File: src/rtl/elevator_controller_if.sv
// Request/status bundle between the elevator controller and its consumers.
// Carries the estop input only when ESTOP_EN is defined.
interface elevator_controller_if;
   logic [4:0] req;
   logic [2:0] floor;
   logic       hold;
   logic       moving;
   logic       dir_up;
   logic [4:0] pending;
`ifdef ESTOP_EN
   logic       estop;

   modport master (input req, input estop,
                   output floor, output hold, output moving, output dir_up, output pending);
   modport slave  (output req, output estop,
                   input floor, input hold, input moving, input dir_up, input pending);
`else
   modport master (input req,
                   output floor, output hold, output moving, output dir_up, output pending);
   modport slave  (output req,
                   input floor, input hold, input moving, input dir_up, input pending);
`endif
endinterface

File: src/rtl/elevator_controller.sv
// SCAN-ordered car-motion sequencer: latches requests, times travel and door hold.
// Optional emergency stop (HALT state, estop port) enabled by defining ESTOP_EN.
module elevator_controller #(
   parameter int unsigned NUM_FLOORS    = 5,
   parameter int unsigned TRAVEL_CYCLES = 4,
   parameter int unsigned DOOR_CYCLES   = 3
) (
   input logic                   clk,
   input logic                   rst_n,
   elevator_controller_if.master bus
);

   localparam int unsigned CMAX = (TRAVEL_CYCLES > DOOR_CYCLES) ? TRAVEL_CYCLES : DOOR_CYCLES;
   localparam int unsigned CW   = (CMAX < 2) ? 1 : $clog2(CMAX);
   localparam logic [CW-1:0] TRAV_LOAD  = CW'(TRAVEL_CYCLES - 1);
   localparam logic [CW-1:0] DOOR_LOAD  = CW'(DOOR_CYCLES - 1);
   localparam logic [4:0]    VALID_MASK = 5'((1 << NUM_FLOORS) - 1);

   typedef enum logic [1:0] {
      IDLE,
      MOVE,
      DOOR
`ifdef ESTOP_EN
      , HALT
`endif
   } state_t;

   state_t        state_q, state_d;
   logic [2:0]    floor_q, floor_d, nxt_floor;
   logic          dir_q, dir_d;
   logic [4:0]    pend_q, pend_d, pend_in;
   logic [CW-1:0] cnt_q, cnt_d;
   logic          hold_q, hold_d, moving_q, moving_d;
   logic [4:0]    above, below, cur_bit, nxt_bit;
   logic          up_any, dn_any;

   // Requests arriving on this edge take part in this edge's decision.
   always_comb begin
      above = '0;
      below = '0;
      for (int unsigned i = 0; i < 5; i++) begin
         if (i > 32'(floor_q)) above[i] = 1'b1;
         if (i < 32'(floor_q)) below[i] = 1'b1;
      end
      pend_in   = pend_q | (bus.req & VALID_MASK);
      cur_bit   = 5'd1 << floor_q;
      nxt_floor = dir_q ? floor_q + 3'd1 : floor_q - 3'd1;
      nxt_bit   = 5'd1 << nxt_floor;
      up_any    = |(pend_in & above);
      dn_any    = |(pend_in & below);
   end

   always_comb begin
      state_d = state_q;
      floor_d = floor_q;
      dir_d   = dir_q;
      pend_d  = pend_in;
      cnt_d   = cnt_q;
      case (state_q)
         IDLE: begin
            if (|(pend_in & cur_bit)) begin
               state_d = DOOR;
               pend_d  = pend_in & ~cur_bit;
               cnt_d   = DOOR_LOAD;
            end else if (up_any) begin
               state_d = MOVE;
               dir_d   = 1'b1;
               cnt_d   = TRAV_LOAD;
            end else if (dn_any) begin
               state_d = MOVE;
               dir_d   = 1'b0;
               cnt_d   = TRAV_LOAD;
            end
         end
         MOVE: begin
            if (cnt_q != '0) begin
               cnt_d = cnt_q - CW'(1);
            end else begin
               floor_d = nxt_floor;
               if (|(pend_in & nxt_bit)) begin
                  state_d = DOOR;
                  pend_d  = pend_in & ~nxt_bit;
                  cnt_d   = DOOR_LOAD;
               end else begin
                  cnt_d = TRAV_LOAD;
               end
            end
         end
         DOOR: begin
            if (|(pend_in & cur_bit)) begin
               pend_d = pend_in & ~cur_bit;
               cnt_d  = DOOR_LOAD;
            end else if (cnt_q != '0) begin
               cnt_d = cnt_q - CW'(1);
            end else if (dir_q ? up_any : dn_any) begin
               state_d = MOVE;
               cnt_d   = TRAV_LOAD;
            end else if (dir_q ? dn_any : up_any) begin
               state_d = MOVE;
               dir_d   = ~dir_q;
               cnt_d   = TRAV_LOAD;
            end else begin
               state_d = IDLE;
            end
         end
`ifdef ESTOP_EN
         HALT: state_d = IDLE;
`endif
         default: state_d = IDLE;
      endcase
`ifdef ESTOP_EN
      if (bus.estop) begin
         state_d = HALT;
         floor_d = floor_q;
         dir_d   = dir_q;
         pend_d  = '0;
         cnt_d   = cnt_q;
      end
`endif
      hold_d   = (state_d == DOOR);
      moving_d = (state_d == MOVE);
`ifdef ESTOP_EN
      if (state_d == HALT) hold_d = 1'b1;
`endif
   end

   always_ff @(posedge clk or negedge rst_n) begin
      if (!rst_n) begin
         state_q  <= IDLE;
         floor_q  <= '0;
         dir_q    <= 1'b1;
         pend_q   <= '0;
         cnt_q    <= '0;
         hold_q   <= 1'b0;
         moving_q <= 1'b0;
      end else begin
         state_q  <= state_d;
         floor_q  <= floor_d;
         dir_q    <= dir_d;
         pend_q   <= pend_d;
         cnt_q    <= cnt_d;
         hold_q   <= hold_d;
         moving_q <= moving_d;
      end
   end

   assign bus.floor   = floor_q;
   assign bus.hold    = hold_q;
   assign bus.moving  = moving_q;
   assign bus.dir_up  = dir_q;
   assign bus.pending = pend_q;

endmodule
File: src/flat_wrapper.sv
// flat-port wrapper written by rule: the top's interface ports become plain ports
module elevator_controller_flat 
#(
   parameter int unsigned NUM_FLOORS    = 5,
   parameter int unsigned TRAVEL_CYCLES = 4,
   parameter int unsigned DOOR_CYCLES   = 3
)
  (clk, rst_n, bus_req, bus_floor, bus_hold, bus_moving, bus_dir_up, bus_pending);
  elevator_controller_if bus_i ();
  input logic clk;
  input logic rst_n;
  input wire logic [$bits(bus_i.req)-1:0] bus_req;
  output wire logic [$bits(bus_i.floor)-1:0] bus_floor;
  output wire logic [$bits(bus_i.hold)-1:0] bus_hold;
  output wire logic [$bits(bus_i.moving)-1:0] bus_moving;
  output wire logic [$bits(bus_i.dir_up)-1:0] bus_dir_up;
  output wire logic [$bits(bus_i.pending)-1:0] bus_pending;
  assign bus_i.req = bus_req;
  assign bus_floor = bus_i.floor;
  assign bus_hold = bus_i.hold;
  assign bus_moving = bus_i.moving;
  assign bus_dir_up = bus_i.dir_up;
  assign bus_pending = bus_i.pending;
  elevator_controller #(.NUM_FLOORS(NUM_FLOORS), .TRAVEL_CYCLES(TRAVEL_CYCLES), .DOOR_CYCLES(DOOR_CYCLES)) u_core (.clk(clk), .rst_n(rst_n), .bus(bus_i));
endmodule
File: config.mk
export PLATFORM = sky130hd
export DESIGN_NAME = elevator_controller_flat
export DESIGN_NICKNAME = d
export VERILOG_FILES = /design/src/rtl/elevator_controller_if.sv /design/src/rtl/elevator_controller.sv /design/src/flat_wrapper.sv
export SDC_FILE = /design/constraint.sdc
export NUM_CORES = 1
export LEC_CHECK = 0
export BUFFER_PORTS_ARGS = -buffer_cell sky130_fd_sc_hd__buf_4
export CAP_MARGIN = 0
export CORE_ASPECT_RATIO = 0.7
export CORE_UTILIZATION = 57
export CTS_CLUSTER_SIZE = 30
export DETAILED_ROUTE_END_ITERATION = 7
export PLACE_DENSITY = 0.86
export SETUP_SLACK_MARGIN = 0.5
export SLEW_MARGIN = 10
export SYNTH_ARGS = -nofsm -noshare
export SYNTH_HDL_FRONTEND = slang
export SYNTH_SLANG_ARGS = --single-unit
File: constraint.sdc
create_clock -name clk -period 3.4 [get_ports clk]
set_input_delay 0.68 -clock clk [delete_from_list [all_inputs] [get_ports clk]]
set_output_delay 0.68 -clock clk [all_outputs]
set_load 0.02 [all_outputs]
==> metrics list, run 1 <==
- Summed over all layers, the global routing overflow is 0.
* Fraction of the mapped netlist area in simple logic gates: 0.185
* Synthesized netlist net count: between 150 and 200
- The first routing iteration left 76 violations.
* Syn_area_per_cell: 8.42 um2
* Post-CTS Hold Fix Bufs: 0
- For this run, the share of the core covered by cells in the final layout is 0.736.
- For this configuration, the core starts out at a cell density of 0.649.
* Yosys warnings: 0
- Entering global routing, the biggest net connects 16 pins.
* Remaining routing DRC violations: 0
- Area Growth Syn to Fin: 13.4%
- Of the available clock period, the critical path in the final layout requires 0.806.
* Antenna violation net count after detailed routing: 0
- Postcts setup bufs: 0
- The number of cells on the worst reg-to-reg path is 9.
- Along the worst path, the maximum fanout reaches 11.
- The path class of the tightest hold or removal check is input pin to async pin.
- Counting the buffers created by CTS gives 3.
- Total of cells resized after clock tree synthesis: 0
* Delay of the slowest cell on the worst path: 0.61 ns
- Detailed placement finished with a half-perimeter wire length of between 2000 and 2500 um.
- The congestion estimate from routability-driven global placement came to 1.01.
* I/O pin count: 18
- The tree built by TritonCTS fans out to 15 sinks.
* Launching element type of the critical path: flop
* Die Outline Area: ~2500 um2
- The total count of hold-check failures in the final report came to 0.
- Across the run, the number of max-cap violations was 0.
- Level count of the clock H-tree: 1
* Crit Path Category: flop to flop
- Flip-flop cell with the highest count after synthesis: sky130_fd_sc_hd__dfrtp_1
* Antenna diode count: 0
* Worst path slowest cell: sky130_fd_sc_hd__dfrtp_1
- Setup repair after global routing left no endpoint under its margin.
- Post-route setup TNS: 0 ns
* Crit-path cells: inv_1 -> ha_1 -> xor2_4 -> o21ai_2 -> mux2_4 -> o21ai_0 -> nand4_1 -> a221oi_1 -> nor2_1
* Slew @ Worst Pin: about 0.57 ns
* Antenna violations before repair: 0
* Max Clock Skew: 0.00535 ns
- Total routed wirelength: about 3300 um
- Cells after synthesis: about 150
- Height of the die: ~42 um
- Of the cells placed in the final design, the portion with a size suffix greater than 1 is 0.246.
- Summed over all cells, the static leakage comes to ~0.65 nW.
* Most frequent cells in the layout: 18 x sky130_fd_sc_hd__buf_4, 16 x sky130_fd_sc_hd__nand2_1, 14 x sky130_fd_sc_hd__nor2_1, 13 x sky130_fd_sc_hd__inv_1, 13 x sky130_fd_sc_hd__dfrtp_1
- Total number of vias: 1256
- The floorplan has 13 rows.
- CTS clock-pin slew for the worst setup and hold paths: roughly 0.1 ns
* Count of state elements after synthesis: 15
- Synth unique cells: 48
- Capturing element type of the critical path: flop
- Post-synthesis instance area: around 1300 um2
* Core area: between 1500 and 2000 um2
- Measured against its own limit, the worst slew margin works out to 0.621.
- Outcome: finished, final reports clean
- Worst hold slack: about 0.21 ns
* Clock tree from TritonCTS: built
- Number of global-route vias before repair: between 1000 and 1500
- Wire length of the first global-routing pass: between 5000 and 6000 um
* EDFF count, synth: 0
- Maximum count of clock buffers along a single path: 2
* VDD IR max: 621 uV
- R2r endpoint: u_core.bus.pending[2]$_DFF_PN0_
- Required time of the critical path: roughly 3.6 ns
- Total of buffers placed on input and output ports: 17
- Counting flops with an async set or reset pin after synthesis yields a share of 1.00.
* Setup slack of the worst register-to-register path: 0.66 ns
- The number of pins exceeding their max-slew limit in the final report came to 0.
- The share of the synthesized area in compound gates (AO/OA/AOI/OAI) came to 0.291.
- By area, the combinational part of the netlist is dominated by compound AO/OA/AOI/OAI gates.
* Time the final worst path needs with I/O delays and setup: 2.74 ns
- Total power for the finished layout comes to approximately 0.0017 W.
- For this design the ratio of total power to cell area is about 1200 nW/um2.
- Total GRT Usage: 0.298
* XOR/XNOR share of the synthesized area: 0.0350
- Clock root buffer master: sky130_fd_sc_hd__clkbuf_4
- Fmax achieved: between 300 and 400 MHz
- Buffers & Inverters on Critical Path: 1
- Of the total synthesized cell area, the portion taken by full adders, half adders and majority gates is 0.107.
* Sequential element share of the synthesized area: 0.292
* DR pass1 iterations: 5
- Proportion of synthesized area in mux cells: 0.0194
* Dominant delay contributor by cell family on the critical path: compound AO/OA/AOI/OAI gates
- STA puts the critical path data arrival time at between 2 and 3 ns.
- Skew-Pair Late Insertion Delay: approximately 0.30 ns
* Total number of nets in the final design: between 150 and 200
- In the final routed layout, each cell accounts on average for between 15 and 20 um.
- Width of the die: just under 60 um
- Number of endpoints failing setup at the final stage: 0
- Commonest non-fill, non-tap cell in the layout: sky130_fd_sc_hd__buf_4
* Routed via count divided by cell count: 6.38
* Launch instance of the worst register-to-register path: u_core.bus.floor[1]$_DFFE_PN0P_
[flip-flops by register name, indices dropped and copies added, names as in the netlist]
name	count
u_core.state_q	2
u_core.bus.pending	5
u_core.bus.moving	1
u_core.cnt_q	2
u_core.bus.dir_up	1
u_core.bus.floor	3
u_core.bus.hold	1
[layout make-up]
class	instances	area (um2)
multi-input combinational	117	835
fill	159	523
sequential	15	378
timing repair buffer	18	135
inverter	13	48.8
tap	30	37.5
clock buffer	3	22.5
clock inverter	1	5.00
[cells by family after synthesis]
family | after synthesis
AO/OA/AOI/OAI | 50
flip-flops | 15
buffers and inverters | 21
multiplexers | 2
XOR/XNOR | 3
adder cells (fa/ha/maj) | 11
AND/OR/NAND/NOR | 51
[report_power, final]
group	leakage (nW)	switching [W]	internal, W	total, W
Clock	0.0177	0.0000653	0.0000439	0.000109
Combinational	0.449	0.000750	0.000477	0.00123
Sequential	0.180	0.000107	0.000270	0.000377
[layer usage]
metal	part of all wire	vias to the layer above	track usage	wire length, um
li1	-	578	-	-
met1	0.43	573	0.421	1390
met2	0.43	88	0.420	1390
met3	0.12	17	0.0903	384
met4	0.031	0	0.119	101
met5	0	-	0	0
[stage by stage]
stage / std cells / setup WS, ns / area [um2]
finish: 197 / 0.661 / 1460
global route: 197 / 0.503 / 1460
CTS: 197 / 0.670 / 1450
detailed placement: 193 / 0.689 / 1420
global placement: 193 / 0.776 / 1420
floorplan: 153 / 0.807 / 1290
[cells in the mapped netlist, types with 3 or more instances]
cell type,number,area share
sky130_fd_sc_hd__nor2_1,14,0.041
sky130_fd_sc_hd__nand3_1,4,0.016
sky130_fd_sc_hd__o21ai_0,11,0.043
sky130_fd_sc_hd__o22ai_1,3,0.015
sky130_fd_sc_hd__buf_2,3,0.012
sky130_fd_sc_hd__a31oi_1,4,0.019
sky130_fd_sc_hd__a21oi_1,6,0.023
sky130_fd_sc_hd__dfrtp_1,14,0.27
sky130_fd_sc_hd__clkbuf_1,3,0.0087
sky130_fd_sc_hd__nand2_1,16,0.047
sky130_fd_sc_hd__ha_1,11,0.11
sky130_fd_sc_hd__inv_1,13,0.038
sky130_fd_sc_hd__nor3_1,5,0.019
[worst max-delay path by stage]
stage                                           end  slack (ns)  cells past startpoint                            start
finish              u_core.bus.pending[2]$_DFF_PN0_        0.66                      9  u_core.bus.floor[1]$_DFFE_PN0P_
global route              u_core.bus.hold$_DFF_PN0_        0.50                      9  u_core.bus.floor[1]$_DFFE_PN0P_
CTS                       u_core.bus.hold$_DFF_PN0_        0.67                      9  u_core.bus.floor[2]$_DFFE_PN0P_
detailed placement        u_core.bus.hold$_DFF_PN0_        0.69                      9  u_core.bus.floor[2]$_DFFE_PN0P_
global placement    u_core.bus.pending[2]$_DFF_PN0_        0.78                      9  u_core.bus.floor[2]$_DFFE_PN0P_
floorplan           u_core.bus.pending[2]$_DFF_PN0_        0.81                     10  u_core.bus.floor[0]$_DFFE_PN0P_
Power figures use the tool's default switching activity.
==> run 2: changes to the inputs <==
Settings changed: ABC_AREA set to 1, CORE_UTILIZATION 57 to 51, PLACE_DENSITY 0.86 to 0.82.
Clock period 3.4 ns to 2.4 ns, I/O delays scaled along.
==> run 2 against run 1 <==
  * Utilization is 0.31 points lower
  * Clock skew is 0.0019 ns higher
  * Final cell count is 35% higher
  * Final area is 23% higher
  * Routed wire length is 11% higher
  * Fmax is 36% higher
  * Non-clock buffer count is 12 higher
  * Global-route usage is 4.9 points lower
  * Synthesized cell count is 30% higher
  * Worst hold slack worse by 0.14 ns
  * Clock-buffer cell count is 1 higher
  * Worst setup slack worse by 0.28 ns
  * Critical path type unchanged
==> metrics list, run 2 <==
* Count of state elements after synthesis: 15 (unchanged)
* Data arrival at the endpoint of the critical path: 2.15 ns (was 2.92 ns)
- The most numerous cell type found on the critical path is sky130_fd_sc_hd__nand2_2.
- Maximum count of clock buffers along a single path: 2 (unchanged)
- Cells after synthesis: 199 (was 153)
- The highest clock frequency the design can meet was 496 MHz (was 365 MHz).
- Busiest metal layer after global routing: met2 (was met1)
- Remaining routing DRC violations: 0 (unchanged)
- The via count of the first global-routing pass was 1192 (was 1121).
- The most area-hungry cell type in the Yosys netlist was sky130_fd_sc_hd__dfrtp_1 (unchanged).
* Fraction of the mapped netlist area in compound gates: 0.132 (was 0.291)
* Combined area of the multi-input logic cells: 985 um2 (was 835 um2)
- Global-route track usage on met3: 0.0490 (was 0.0903)
- HPWL reported at the end of detailed placement: 2490 um (was 2400 um)
- The post-layout minimum cycle time is 2.01 ns (was 2.74 ns).
* Number of buffers created by CTS: 3 (unchanged)
- The first-pass iteration count of the detailed router came to 4 (was 5).
* Fraction of the mapped netlist area in simple logic gates: 0.380 (was 0.185)
- The effective utilization at floorplan was 0.538 (was 0.649).
- Crit Path Max Fanout: 4 (was 11)
- GPL Wtd Cong: 0.952 (was 1.01)
- Worst hold slack: 0.0779 ns (was 0.215 ns)
* Crit Path Category: flop to flop (unchanged)
- The total count of hold-check failures in the final report was 0 (unchanged).
- The floorplan row count was 15 (was 13).
* Sequential element share of the synthesized area: 0.285 (was 0.292)
* Flip-flop cell with the highest count after synthesis: sky130_fd_sc_hd__dfrtp_1 (unchanged)
- Height of the die: 44.6 um (was 41.8 um)
* Proportion of synthesized flip-flops having asynchronous set or reset: 1.00 (unchanged)
* Pin count of the biggest net entering global routing: 16 (unchanged)
- The maximum level of the CTS H-tree is 1 (unchanged).
- Width of the die: 62.9 um (was 58.8 um)
* Clock tree from TritonCTS: built (unchanged)
* Total overflow reported by the global router: 0 (unchanged)
- The clock tree root buffer cell was sky130_fd_sc_hd__clkbuf_8 (was sky130_fd_sc_hd__clkbuf_4).
* Launching element type of the critical path: flop (unchanged)
- The insertion delay of the later-clocked pin in the worst-skew pair is 0.25 ns (was 0.30 ns).
- The I/O pin count is 18 (unchanged).
* Synth unique cells: 28 (was 48)
- The post-route clock skew came to 0.00728 ns (was 0.00535 ns).
* Unrepaired setup endpoints after global routing: yes (was no)
* Area Growth Syn to Fin: 36.3% (was 13.4%)
- The share of the clock period used by the worst path after layout was 0.840 (was 0.806).
- Most used standard cell by instance count after synthesis: sky130_fd_sc_hd__nand2_1 (unchanged)
* Yosys warnings: 0 (unchanged)
- Outcome: finished, final reports clean (unchanged)
- XOR/XNOR share of the synthesized area: 0.00662 (was 0.0350)
- Max-Slew Margin vs Limit: 0.743 (was 0.621)
* Fraction of layout cells with a size suffix above 1: 0.420 (was 0.246)
- The worst hold-check path type is input pin to async pin (unchanged).
* Max Cap Viol: 0 (unchanged)
- Cells taking the most area after synthesis: sky130_fd_sc_hd__dfrtp_1 26%, sky130_fd_sc_hd__nand2_1 13%, sky130_fd_sc_hd__ha_1 10%, sky130_fd_sc_hd__nor2_1 8.5%, sky130_fd_sc_hd__inv_1 6.2% (was sky130_fd_sc_hd__dfrtp_1 27%, sky130_fd_sc_hd__ha_1 11%, sky130_fd_sc_hd__nand2_1 4.7%, sky130_fd_sc_hd__o21ai_0 4.3%, sky130_fd_sc_hd__nor2_1 4.1%)
* DR WL/cell: 13.7 um (was 16.6 um)
- The maximum cell stage delay along the critical path came to 0.46 ns (was 0.61 ns).
- EDFF count, synth: 0 (unchanged)
- Filler instances: 198 (was 159)
- The met2 global-route usage is 0.409 (was 0.420).
- The netlist area before placement is 1320 um2 (was 1290 um2).
* Slew @ Worst Pin: 0.384 ns (was 0.565 ns)
- The via count normalized by instance count is 5.26 (was 6.38).
- Total of buffers placed on input and output ports: 17 (unchanged)
- Required time of the critical path: 2.54 ns (was 3.58 ns)
- The met1 capacity usage during global routing is 0.343 (was 0.421).
* Crit-path cells: ha_4 -> ha_4 -> or2_4 -> nand2_4 -> nand3_2 -> nand2_1 -> nor2_2 -> nand2_2 -> nand2_2 -> nand2_2 -> nand2_1 -> nand2_1 -> nand2_2 -> nand2_2 -> inv_1 (was inv_1 -> ha_1 -> xor2_4 -> o21ai_2 -> mux2_4 -> o21ai_0 -> nand4_1 -> a221oi_1 -> nor2_1)
* Number of cells in the design after placement: 249 (was 193)
* Post-route setup TNS: 0 ns (unchanged)
* CTS clock-pin slew for the worst setup and hold paths: 0.06 ns (was 0.10 ns)
* Syn_area_per_cell: 6.65 um2 (was 8.42 um2)
- Combinational family with the most area after synthesis: simple AND/OR/NAND/NOR gates (was compound AO/OA/AOI/OAI gates)
* Number of standard cells in the final layout excluding fillers: 265 (was 197)
* Post-layout utilization of the core: 0.733 (was 0.736)
- The final count of negative-setup-slack endpoints came to 0 (unchanged).
- The global-route wire length before repair is 5310 um (was 5390 um).
- Most frequent cells in the layout: 41 x sky130_fd_sc_hd__nand2_1, 28 x sky130_fd_sc_hd__buf_4, 21 x sky130_fd_sc_hd__nor2_1, 18 x sky130_fd_sc_hd__inv_1, 14 x sky130_fd_sc_hd__nand2_2 (was 18 x sky130_fd_sc_hd__buf_4, 16 x sky130_fd_sc_hd__nand2_1, 14 x sky130_fd_sc_hd__nor2_1, 13 x sky130_fd_sc_hd__inv_1, 13 x sky130_fd_sc_hd__dfrtp_1).
* Total routed wirelength: 3640 um (was 3270 um)
- Antenna violations before repair: 0 (unchanged)
* Core area: 2460 um2 (was 1980 um2)
* Launch point of the worst path: u_core.bus.floor[1]$_DFFE_PN0P_ (unchanged)
- The kind of end point of the critical path is a flop (unchanged).
- Commonest non-fill, non-tap cell in the layout: sky130_fd_sc_hd__nand2_1 (was sky130_fd_sc_hd__buf_4)
- Worst path slowest cell: sky130_fd_sc_hd__dfrtp_2 (was sky130_fd_sc_hd__dfrtp_1)
* Antenna diode count: 0 (unchanged)
* Antenna violation net count after detailed routing: 0 (unchanged)
- Launch instance of the worst register-to-register path: u_core.bus.floor[1]$_DFFE_PN0P_ (unchanged)
- The via count of the routed design is 1393 (was 1256).
* Sink count of the clock tree: 15 (unchanged)
- The number of pins exceeding their max-slew limit in the final report was 0 (unchanged).
* Proportion of synthesized area in mux cells: 0 (was 0.0194)
- The post-synthesis adder-cell area fraction was 0.104 (was 0.107).
- Share of the synthesized area in the top cell type: 0.265 (was 0.272)
- The count of hold buffers inserted by post-cts repair was 0 (unchanged).
- Max reg flops: 5 (unchanged)
- Commonest cells in the netlist: 46 x sky130_fd_sc_hd__nand2_1, 30 x sky130_fd_sc_hd__nor2_1, 22 x sky130_fd_sc_hd__inv_1, 14 x sky130_fd_sc_hd__a21oi_1, 14 x sky130_fd_sc_hd__dfrtp_1 (was 16 x sky130_fd_sc_hd__nand2_1, 14 x sky130_fd_sc_hd__dfrtp_1, 14 x sky130_fd_sc_hd__nor2_1, 13 x sky130_fd_sc_hd__inv_1).
* Die Outline Area: 2800 um2 (was 2460 um2)
- Flip-flop and latch area: 380 um2 (was 378 um2)
- The net count of the mapped netlist is 217 (was 171).
- The number of nets in the layout is 250 (was 186).
- The overall global routing resource usage was 0.249 (was 0.298).
- The number of design-rule violations left by the first detailed-router iteration is 63 (was 76).
[run 2: cell count changes in the layout (fill, tap and decap cells not counted), sizes merged, moves of 4 or more]
cell    change
nand2      +41
nor2       +18
a21oi       +8
nor3        -5
nand3       +9
buf        +12
a211oi      -4
inv        +14
[run 2: area by class of cell]
type / count / area share
Tap cell: 34 / 0.0236
Inverter: 28 / 0.0652
Timing Repair Buffer: 30 / 0.129
Clock buffer: 4 / 0.0250
Multi-Input combinational cell: 154 / 0.546
Sequential cell: 15 / 0.211
[run 2: critical path, delay by kind of cell, from the launching register on]
kind / cells / cell delay, ns
adder cells (fa/ha/maj): 2 / 0.40
AND/OR/NAND/NOR: 12 / 0.99
flip-flops: 1 / 0.46
buffers and inverters: 1 / 0.04
[run 2: through the flow]
stage,worst slack [ns],area (um2)
floorplan,0.480,1370
global placement,0.388,1540
detailed placement,0.373,1540
CTS,0.436,1650
global route,0.324,1800
finish,0.385,1800
[run 2: logic make-up (layout without fill, tap and decap cells)]
kind of cell	count (synthesis)	count (layout)
AND/OR/NAND/NOR	110	110
XOR/XNOR	1	1
flip-flops	15	15
buffers and inverters	30	62
AO/OA/AOI/OAI	32	32
adder cells (fa/ha/maj)	11	11
[run 2: timing repair]
action,in CTS,in global routing
pin swaps,11,7
endpoints found under the setup margin,7,8
setup buffers,6,6
gates resized for setup,7,35
[run 2: layer usage]
metal | vias up | part of all wire
met5 | - | 0
li1 | 698 | -
met3 | 8 | 0.070
met4 | 0 | 0.011
met1 | 623 | 0.46
met2 | 64 | 0.46
[run 2: worst paths after layout]
check | endpoint | slack (ns) | cells after the start
worst max-delay path | u_core.state_q[0]$_DFF_PN0_ | 0.39 | 15
worst min-delay path | u_core.bus.floor[0]$_DFFE_PN0P_ | 0.08 | 1
worst max register to register | u_core.state_q[0]$_DFF_PN0_ | 0.39 | 15
worst min register to register | u_core.cnt_q[1]$_DFFE_PN0P_ | 0.50 | 2
max in group asynchronous | u_core.bus.dir_up$_DFFE_PN1P_ | 2.08 | 1
min in group clk | u_core.cnt_q[1]$_DFFE_PN0P_ | 0.50 | 2
Power of run 2 is left out: the tool's default activity adds up to more than one toggle a clock period on the data nets, which glitch-free logic cannot reach.
